===== src/rtl/load_store_unit.sv =====
// Load/store unit: accepts one byte/half/word access from the core, drives
// a word-aligned memory request with a byte mask, and returns an extended
// load result or a trap.
//
// Handshake rule used on every channel: a transfer happens on the rising
// edge where valid and ready are both 1. The core-side request is offered
// with i_req_valid and taken while o_req_ready is high. The response is
// held (o_resp_valid, o_resp_rdata, o_resp_trap unchanged) until
// i_resp_ready. The memory request is held until i_mem_ready. Read data is
// taken on any WAIT cycle with i_mem_valid high.
module load_store_unit #(
   parameter int unsigned TIMEOUT = 255
) (
   input  logic        i_clk,
   input  logic        i_rst,
   // core request
   input  logic        i_req_valid,
   output logic        o_req_ready,
   input  logic        i_req_store,
   input  logic [1:0]  i_req_size,
   input  logic        i_req_unsigned,
   input  logic [31:0] i_req_addr,
   input  logic [31:0] i_req_wdata,
   // core response
   output logic        o_resp_valid,
   input  logic        i_resp_ready,
   output logic [31:0] o_resp_rdata,
   output logic        o_resp_trap,
   // memory side
   output logic [31:0] o_mem_addr,
   output logic        o_mem_ren,
   output logic        o_mem_wen,
   output logic [31:0] o_mem_wdata,
   output logic [3:0]  o_mem_mask,
   input  logic        i_mem_ready,
   input  logic        i_mem_valid,
   input  logic [31:0] i_mem_rdata,
   // debug view of the control state
   output logic [1:0]  o_dbg_state
);

   typedef enum logic [1:0] {
      S_IDLE = 2'd0,
      S_REQ  = 2'd1,
      S_WAIT = 2'd2,
      S_RESP = 2'd3
   } state_t;

   // The WAIT counter only needs to reach TIMEOUT-1: the cycle on which it
   // holds TIMEOUT-1 is the last one on which read data is still accepted.
   localparam int unsigned CW = (TIMEOUT < 2) ? 1 : $clog2(TIMEOUT);
   localparam logic [CW-1:0] CNT_LAST = CW'(TIMEOUT - 1);

   localparam logic [1:0] SZ_BYTE = 2'b00;
   localparam logic [1:0] SZ_HALF = 2'b01;
   localparam logic [1:0] SZ_WORD = 2'b10;

   state_t        state_q, state_d;
   logic          store_q, store_d;
   logic [1:0]    size_q, size_d;
   logic          uns_q, uns_d;
   logic [31:0]   addr_q, addr_d;
   logic [31:0]   wdata_q, wdata_d;
   logic [31:0]   rdata_q, rdata_d;
   logic          trap_q, trap_d;
   logic [CW-1:0] cnt_q, cnt_d;

   logic          req_misaligned;
   logic [31:0]   load_shifted;
   logic [31:0]   load_ext;
   logic [3:0]    mask_raw;
   logic          in_req;
   logic          in_resp;

   // Alignment check on the incoming request, used on the accept edge.
   always_comb begin
      req_misaligned = 1'b0;
      case (i_req_size)
         SZ_BYTE: req_misaligned = 1'b0;
         SZ_HALF: req_misaligned = i_req_addr[0];
         SZ_WORD: req_misaligned = (i_req_addr[1:0] != 2'b00);
         default: req_misaligned = 1'b1;
      endcase
   end

   // Align the returned word to the requested byte lane and extend it.
   always_comb begin
      load_shifted = i_mem_rdata >> {addr_q[1:0], 3'b000};
      load_ext     = load_shifted;
      case (size_q)
         SZ_BYTE: load_ext = {{24{~uns_q & load_shifted[7]}}, load_shifted[7:0]};
         SZ_HALF: load_ext = {{16{~uns_q & load_shifted[15]}}, load_shifted[15:0]};
         default: load_ext = load_shifted;
      endcase
   end

   // Byte-enable pattern for the latched request.
   always_comb begin
      mask_raw = 4'b1111;
      case (size_q)
         SZ_BYTE: mask_raw = 4'b0001 << addr_q[1:0];
         SZ_HALF: mask_raw = 4'b0011 << {addr_q[1], 1'b0};
         default: mask_raw = 4'b1111;
      endcase
   end

   // Next-state and datapath update for the request/response sequence.
   always_comb begin
      state_d = state_q;
      store_d = store_q;
      size_d  = size_q;
      uns_d   = uns_q;
      addr_d  = addr_q;
      wdata_d = wdata_q;
      rdata_d = rdata_q;
      trap_d  = trap_q;
      cnt_d   = cnt_q;
      case (state_q)
         S_IDLE: begin
            if (i_req_valid) begin
               store_d = i_req_store;
               size_d  = i_req_size;
               uns_d   = i_req_unsigned;
               addr_d  = i_req_addr;
               wdata_d = i_req_wdata;
               rdata_d = '0;
               trap_d  = 1'b0;
               cnt_d   = '0;
               if (req_misaligned) begin
                  // Misaligned accesses never reach memory.
                  trap_d  = 1'b1;
                  state_d = S_RESP;
               end else begin
                  state_d = S_REQ;
               end
            end
         end
         S_REQ: begin
            if (i_mem_ready) begin
               cnt_d   = '0;
               state_d = store_q ? S_RESP : S_WAIT;
            end
         end
         S_WAIT: begin
            // Data arriving on the final counted cycle still wins.
            if (i_mem_valid) begin
               rdata_d = load_ext;
               trap_d  = 1'b0;
               state_d = S_RESP;
            end else if (cnt_q == CNT_LAST) begin
               rdata_d = '0;
               trap_d  = 1'b1;
               state_d = S_RESP;
            end else begin
               cnt_d = cnt_q + CW'(1);
            end
         end
         S_RESP: begin
            if (i_resp_ready) begin
               state_d = S_IDLE;
            end
         end
         default: state_d = S_IDLE;
      endcase
   end

   // State and datapath registers; reset abandons any in-flight access.
   always_ff @(posedge i_clk) begin
      if (i_rst) begin
         state_q <= S_IDLE;
         store_q <= 1'b0;
         size_q  <= 2'b00;
         uns_q   <= 1'b0;
         addr_q  <= '0;
         wdata_q <= '0;
         rdata_q <= '0;
         trap_q  <= 1'b0;
         cnt_q   <= '0;
      end else begin
         state_q <= state_d;
         store_q <= store_d;
         size_q  <= size_d;
         uns_q   <= uns_d;
         addr_q  <= addr_d;
         wdata_q <= wdata_d;
         rdata_q <= rdata_d;
         trap_q  <= trap_d;
         cnt_q   <= cnt_d;
      end
   end

   assign in_req  = (state_q == S_REQ);
   assign in_resp = (state_q == S_RESP);

   // Memory outputs are only live in REQ, so ren and wen can never overlap
   // and everything reads zero otherwise.
   assign o_mem_addr  = in_req ? {addr_q[31:2], 2'b00} : '0;
   assign o_mem_ren   = in_req & ~store_q;
   assign o_mem_wen   = in_req & store_q;
   assign o_mem_wdata = in_req ? (wdata_q << {addr_q[1:0], 3'b000}) : '0;
   assign o_mem_mask  = in_req ? mask_raw : 4'b0000;

   assign o_req_ready  = (state_q == S_IDLE);
   assign o_resp_valid = in_resp;
   assign o_resp_rdata = in_resp ? rdata_q : '0;
   assign o_resp_trap  = in_resp & trap_q;

   assign o_dbg_state = state_q;

endmodule


===== config.mk =====
export PLATFORM = sky130hd
export DESIGN_NAME = load_store_unit
export DESIGN_NICKNAME = d
export VERILOG_FILES = /design/src/rtl/load_store_unit.sv
export SDC_FILE = /design/constraint.sdc
export NUM_CORES = 1
export LEC_CHECK = 0
export BUFFER_PORTS_ARGS = -buffer_cell sky130_fd_sc_hd__buf_4
export CAP_MARGIN = 20
export CORE_MARGIN = 1
export CORE_UTILIZATION = 45
export DETAILED_ROUTE_END_ITERATION = 8
export PLACE_DENSITY = 0.76
export SLEW_MARGIN = 20
export SYNTH_ARGS = -nofsm -noshare
export SYNTH_HDL_FRONTEND = slang
export SYNTH_SLANG_ARGS = --single-unit

===== constraint.sdc =====
create_clock -name i_clk -period 1.88 [get_ports i_clk]
set_input_delay 0.376 -clock i_clk [delete_from_list [all_inputs] [get_ports i_clk]]
set_output_delay 0.376 -clock i_clk [all_outputs]
set_load 0.005 [all_outputs]

# After elaboration in Yosys (flattened, before gate mapping)
# Index checks and enable logic that the tools add are counted.
# Widths: inputs -> output; s select.
dict set report word_totals {
  ff_bits 111
  output_inout_bits 107
  elab_cells 73
}
dict set report classes {
  n_addsub 1
  eq_ne 13
  shifts 4
  muxes 29
  n_bitwise 7
  reduce_logical 10
}
# operator n
set ops {}
lappend ops {{$mux 32} 6}
lappend ops {{$pmux 32 s2} 2}
lappend ops {{$mux 8} 4}
lappend ops {{$shl 32x5->32} 1}
lappend ops {{$shr 32x5->32} 1}
lappend ops {{$pmux 8 s3} 1}
lappend ops {{$mux 2} 6}
lappend ops {{$ne 2x2->1 const B} 5}
lappend ops {{$add 8x1->8 const B} 1}
lappend ops {{$eq 8x8->1 const B} 1}
lappend ops {{$pmux 2 s4} 1}
lappend ops {{$pmux 4 s2} 1}
lappend ops {{$eq 2x1->1 const B} 3}
lappend ops {{$eq 2x2->1 const B} 3}
lappend ops {{$logic_not 2->1} 3}
lappend ops {{$and 1x1->1} 5}
lappend ops {{$mux 1} 5}
lappend ops {{$reduce_and 5->1} 1}
lappend ops {{$mux 4} 1}
lappend ops {{$reduce_and 4->1} 1}
lappend ops {{$reduce_bool 2->1} 2}
lappend ops {{$shl 1x2->4 const A} 1}
lappend ops {{$shl 2x2->4 const A} 1}
lappend ops {{$ne 3x3->1 const B} 1}
lappend ops {{6 further kinds} 7}

# Logic depth before layout (Yosys ltp)
dict set report depth {
  word_depth 5
  depth_mapped 8
  depth_no_buf 6
}

# Worst setup path before layout
# Ideal clock, no wire load.
dict set report synth_path {
  kind {reg2reg}
  from {reg state_q[0] (netlist: o_dbg_state[0])}
  to {reg rdata_q[20]}
  setup_ps 59
  arrival_ps 1944
  required_ps 1821
  setup_slack_ps -123
  stages_incl_launch_ff 9
  n_path_buf 2
  cell_sequence {dfxtp_1 > inv_1 > ha_1 > nor2b_4 > or3_1 > buf_2 > a31oi_4 > buf_4 > a22o_1}
}
dict set report synth_between {
  elab_chain_cells 3
  elab_cells_between_ends 7
}
# item line_no
set synth_lines {}
lappend synth_lines {{from (decl)} 58} ;# state_t state_q, state_d;
lappend synth_lines {{from (signal assigned)} 180} ;# state_q <= state_d;
lappend synth_lines {{$logic_not 2->1 *} --}
lappend synth_lines {{net o_req_ready} 18} ;# output logic o_req_ready,
lappend synth_lines {{$ne 2x2->1 (no line) or $reduce_bool 2->1 (tied branches)} --}
lappend synth_lines {{$reduce_and 3->1 (no line)} --}
lappend synth_lines {{to (signal assigned)} 186} ;# rdata_q <= rdata_d;
lappend synth_lines {{to (decl)} 64} ;# logic [31:0] rdata_q, rdata_d;
# Mark *: on every way through the listed nets, which the timed path passes. The rest lies on a longest branch.
# A chain may end at the register's enable or synchronous reset.

# Worst setup path after layout
dict set report layout_path {
  from {reg addr_q[1]}
  to {out o_mem_wdata[31]}
}
dict set report layout_between {
  elab_chain_cells 2
}
# item line_no
set layout_lines {}
lappend layout_lines {{from (decl)} 62} ;# logic [31:0] addr_q, addr_d;
lappend layout_lines {{from (signal assigned)} 184} ;# addr_q <= addr_d;
lappend layout_lines {{$shl 32x5->32} 200} ;# assign o_mem_wdata = in_req ? (wdata_q << {addr_q[1:0], 3'b000}) : '0;
lappend layout_lines {{$mux 32} 200}
lappend layout_lines {{to (decl)} 33} ;# output logic [31:0] o_mem_wdata,
# Every way passes these cells.

==> reports/qor.csv <==
stage,metric,value,unit
cells_and_area,nNetsFinal,1068,
clock_tree,cts_buffers,9,
power_and_ir_drop,p_leak,3.85,nW
min_path,min_path_cells,3,
yosys,synthCells,741,
global_route,use_met3,0.0680,
clock_tree,cts_root_buf,clkbuf_16,
min_path,worst_hold_path.endpoint,addr_q[4],
clock_tree,clock_path_buffers,2,
global_route,met2_usage,0.414,
worst_setup_path,critPathTopFamily,flip-flops,
yosys,synth.distinct_cells,51,
power_and_ir_drop,p_comb_frac,0.480,
routing,ant_nets,0,
power_and_ir_drop,switchingPower,3.52,mW
power_and_ir_drop,internal_power,5.84,mW
timing,drv_slew,0,
floorplan,die_y,117,um
clock_tree,cts_sinks,111,
timing,fin_crit_sh,1.05,
worst_setup_path,required,1500,ps
clock_tree,clkTransAtPathRegs,70,ps
timing,worst_slack,-102,ps
routing,drc_errors,0,
floorplan,die_width,117,um
global_route,antenna_found_initial,0,
yosys,synth.cell_area,5920,um^2
yosys,ys_top_cells_by_area,"dfxtp_1 38%, nand2_1 11%, and2_1 8.6%, mux2i_1 8.1%, a21oi_1 7.9%",
cells_and_area,n_fill_cell,995,
yosys,synthArstFlopShare,0,
cells_and_area,multi_input_area,3770,um^2
status,violations,negative setup slack,
worst_setup_path,worst-path-buf-inv,2,
cells_and_area,area_growth,50.9,%
timing,max_freq,504,MHz
worst_setup_path,path_cells,"clkbuf_16, mux2_4, o211a_1, buf_6",
worst_setup_path,slowest_stage,dfxtp_4,
floorplan,initial_core_util,0.466,
floorplan,dieArea,13600,um^2
placement,place_ws,11.5,ps
global_route,grt.total_usage,0.257,
floorplan,core_area,12700,um^2
power_and_ir_drop,switching_share,0.376,
yosys,synth_flop_cell,dfxtp_1,
timing,maxSlewHeadroom,0.493,
worst_setup_path,end_kind,primary output,
timing,rsz0062_at_grt,yes,
cells_and_area,antennaDiodeCount,0,
cells_and_area,seq_area,2240,um^2
timing,finalSetupViolCount,51,
yosys,synth.largest_area_cell,dfxtp_1,
routing,wirelength,19000,um
yosys,synth-edff-count,0,
cells_and_area,drive_above_1_share,0.402,
placement,placed_cells,1098,
worst_setup_path,cp.arrival,1610,ps
worst_setup_path,crit_path_max_fanout,4,
clock_tree,cts_tree,yes,
worst_setup_path,reg2regPathDepth,7,
worst_setup_path,rr_startpoint,o_dbg_state[0],
cells_and_area,fin_area,8940,um^2
cells_and_area,utilization,0.703,
worst_setup_path,cpPeakStageDelay,430,ps
global_route,met1_usage,0.320,
floorplan,io-pin-count,213,
global_route,grt_pass1_vias,5302,
global_route,grt_start_max_net_pins,70,
worst_setup_path,r2r-end,cnt_q[7],
timing,worstMarginPinSlew,760,ps
timing,skew,6.10,ps
clock_tree,cts_max_level,3,
power_and_ir_drop,power.total,9.36,mW
clock_tree,ctsHoldBuffers,0,
global_route,grt_overflow,0,
routing,drt_iter0_drc,407,
floorplan,row_count,41,
yosys,ys_ff_latch,111,
worst_setup_path,rrSetupSlack,20,ps
worst_setup_path,critPathKind,flop to primary output,
timing,hold_violations,0,
status,outcome,"finished, violations left",
clock_tree,clock_latency,350,ps
routing,vias,6121,
placement,gp_congestion,0.865,
global_route,grt_pass1_wl,26700,um
timing,holdWs,262,ps
routing,wl_per_cell,16.8,um
min_path,hold_start,i_req_addr[4],
power_and_ir_drop,seqPwrFrac,0.323,
run,max-cap-violations,0,
timing,final.setup.tns,-2380,ps
yosys,synth_warnings,0,
worst_setup_path,cp-start-kind,flop,
power_and_ir_drop,pwr_density_cell,1050,nW/um^2
cells_and_area,final_cells,1128,
yosys,synth.top_cell.area_share,0.375,
routing,first_pass_iters,4,
placement,numPortBuffers,210,
power_and_ir_drop,peakVddDrop,0.599,mV
yosys,seq_area_frac_synth,0.375,
timing,min_period,1980,ps
yosys,post_synth.cell_area_avg,8.00,um^2
routing,via_per_inst,5.43,
global_route,busiest_layer,met2,
min_path,min_path_type,input pin to flop,
power_and_ir_drop,clkPwrFrac,0.196,
placement,postPlaceCellArea,7780,um^2
placement,hpwlAfterDp,12200,um
-- power groups by stage --
stage	registers (mW)	clock network, mW	logic, mW
final	3.03	1.84	4.49
after global routing	3.07	1.96	4.86
after CTS	2.98	1.87	3.90
after detailed placement	3.02	0	3.64
after global placement	3.01	0	3.59
after floorplan	2.95	0	2.29
-- flip-flops by register name (all words and copies together), names as in the netlist --
name / flops
size_q: 2
store_q: 1
o_dbg_state: 2
addr_q: 32
rdata_q: 32
wdata_q: 32
cnt_q: 8
trap_q: 1
uns_q: 1
-- worst register-to-register path, stage by stage (launching register included) --
cell     delay (ps)
dfxtp_4         360
buf_6           110
ha_4            180
nor2b_4         140
or3_4           410
buf_4           190
o31ai_2         290
a21oi_2          90
-- Yosys cell counts, types with 2 or more instances --
cell type  number
nand2b_1        3
nor2_1         14
inv_1           9
nand2_1       173
mux2_2          9
nor2b_1         4
a22o_1         17
nand3_1         2
a21oi_1        94
o21a_1          4
buf_1           3
buf_6           2
ha_1            8
dfxtp_1       111
o2bb2ai_1      16
or4_1           4
buf_4           3
o211a_1         9
clkbuf_1       36
o31ai_1         3
or3_1           4
buf_2          16
or4b_1          2
and2_1         81
nor3_1          2
o21ai_0        27
nor2b_4         2
nand4_1        11
o41ai_1         3
mux2i_1        48
-- worst max path at each step --
stage                              start         endpoint  cells past startpoint
after floorplan           o_dbg_state[0]      rdata_q[20]                      8
after global placement    o_dbg_state[1]         cnt_q[4]                      6
after detailed placement  o_dbg_state[0]         cnt_q[3]                      6
after CTS                      addr_q[1]  o_mem_wdata[26]                      4
after global routing           addr_q[1]  o_mem_wdata[27]                      4
final                          addr_q[1]  o_mem_wdata[31]                      4
-- layout by cell type, fill, tap and decap left out, types with 3 or more instances in the layout --
master / netlist / layout
buf_6: 2 / 58
o21ai_0: 27 / 23
mux2i_1: 48 / 41
inv_1: 9 / 8
nand4_1: 11 / 11
nor2_2: 0 / 4
clkbuf_16: 0 / 15
nor2_1: 14 / 8
a21oi_2: 1 / 6
dfxtp_4: 0 / 3
o2bb2ai_1: 16 / 16
mux2i_2: 0 / 6
dfxtp_1: 111 / 106
nand2b_1: 3 / 3
o21ai_2: 1 / 4
ha_1: 8 / 3
o211a_1: 9 / 9
and2_1: 81 / 38
or4_4: 0 / 4
nor2b_4: 2 / 3
or3_1: 4 / 4
ha_4: 0 / 3
buf_4: 3 / 188
nand2_2: 0 / 4
mux2_4: 0 / 5
a22o_1: 17 / 17
mux2_2: 9 / 4
a21oi_1: 94 / 88
and2_4: 0 / 42
o21a_1: 4 / 4
buf_12: 0 / 6
nand2_1: 173 / 168
nor2b_1: 4 / 3
-- area by class of cell --
class / count / area share
Clock buffer: 11 / 0.0260
Tap cell: 172 / 0.0241
Sequential cell: 111 / 0.250
Clock inverter: 2 / 0.00392
Multi-Input combinational cell: 561 / 0.422
Inverter: 10 / 0.00448
Timing Repair Buffer: 261 / 0.269
-- per-layer routing --
metal	vias to the layer above	part of all wire
met5	-	0
li1	2972	-
met3	45	0.077
met1	2844	0.40
met4	0	0.034
met2	260	0.48
-- what timing repair did --
action                                  in CTS  in global routing
endpoints found under the setup margin     101                133
pin swaps                                    5                 59
setup buffers                                3                  6
resized for setup                           31                145
gates cloned                                 2                  6
-- kinds of logic after synthesis --
logic type	synth area share
adder cells (fa/ha/maj)	0.0169
XOR/XNOR	0.00148
AND/OR/NAND/NOR	0.255
buffers and inverters	0.0522
other	0.000633
AO/OA/AOI/OAI	0.197
multiplexers	0.102
flip-flops	0.375
Power figures use the tool's default switching activity.
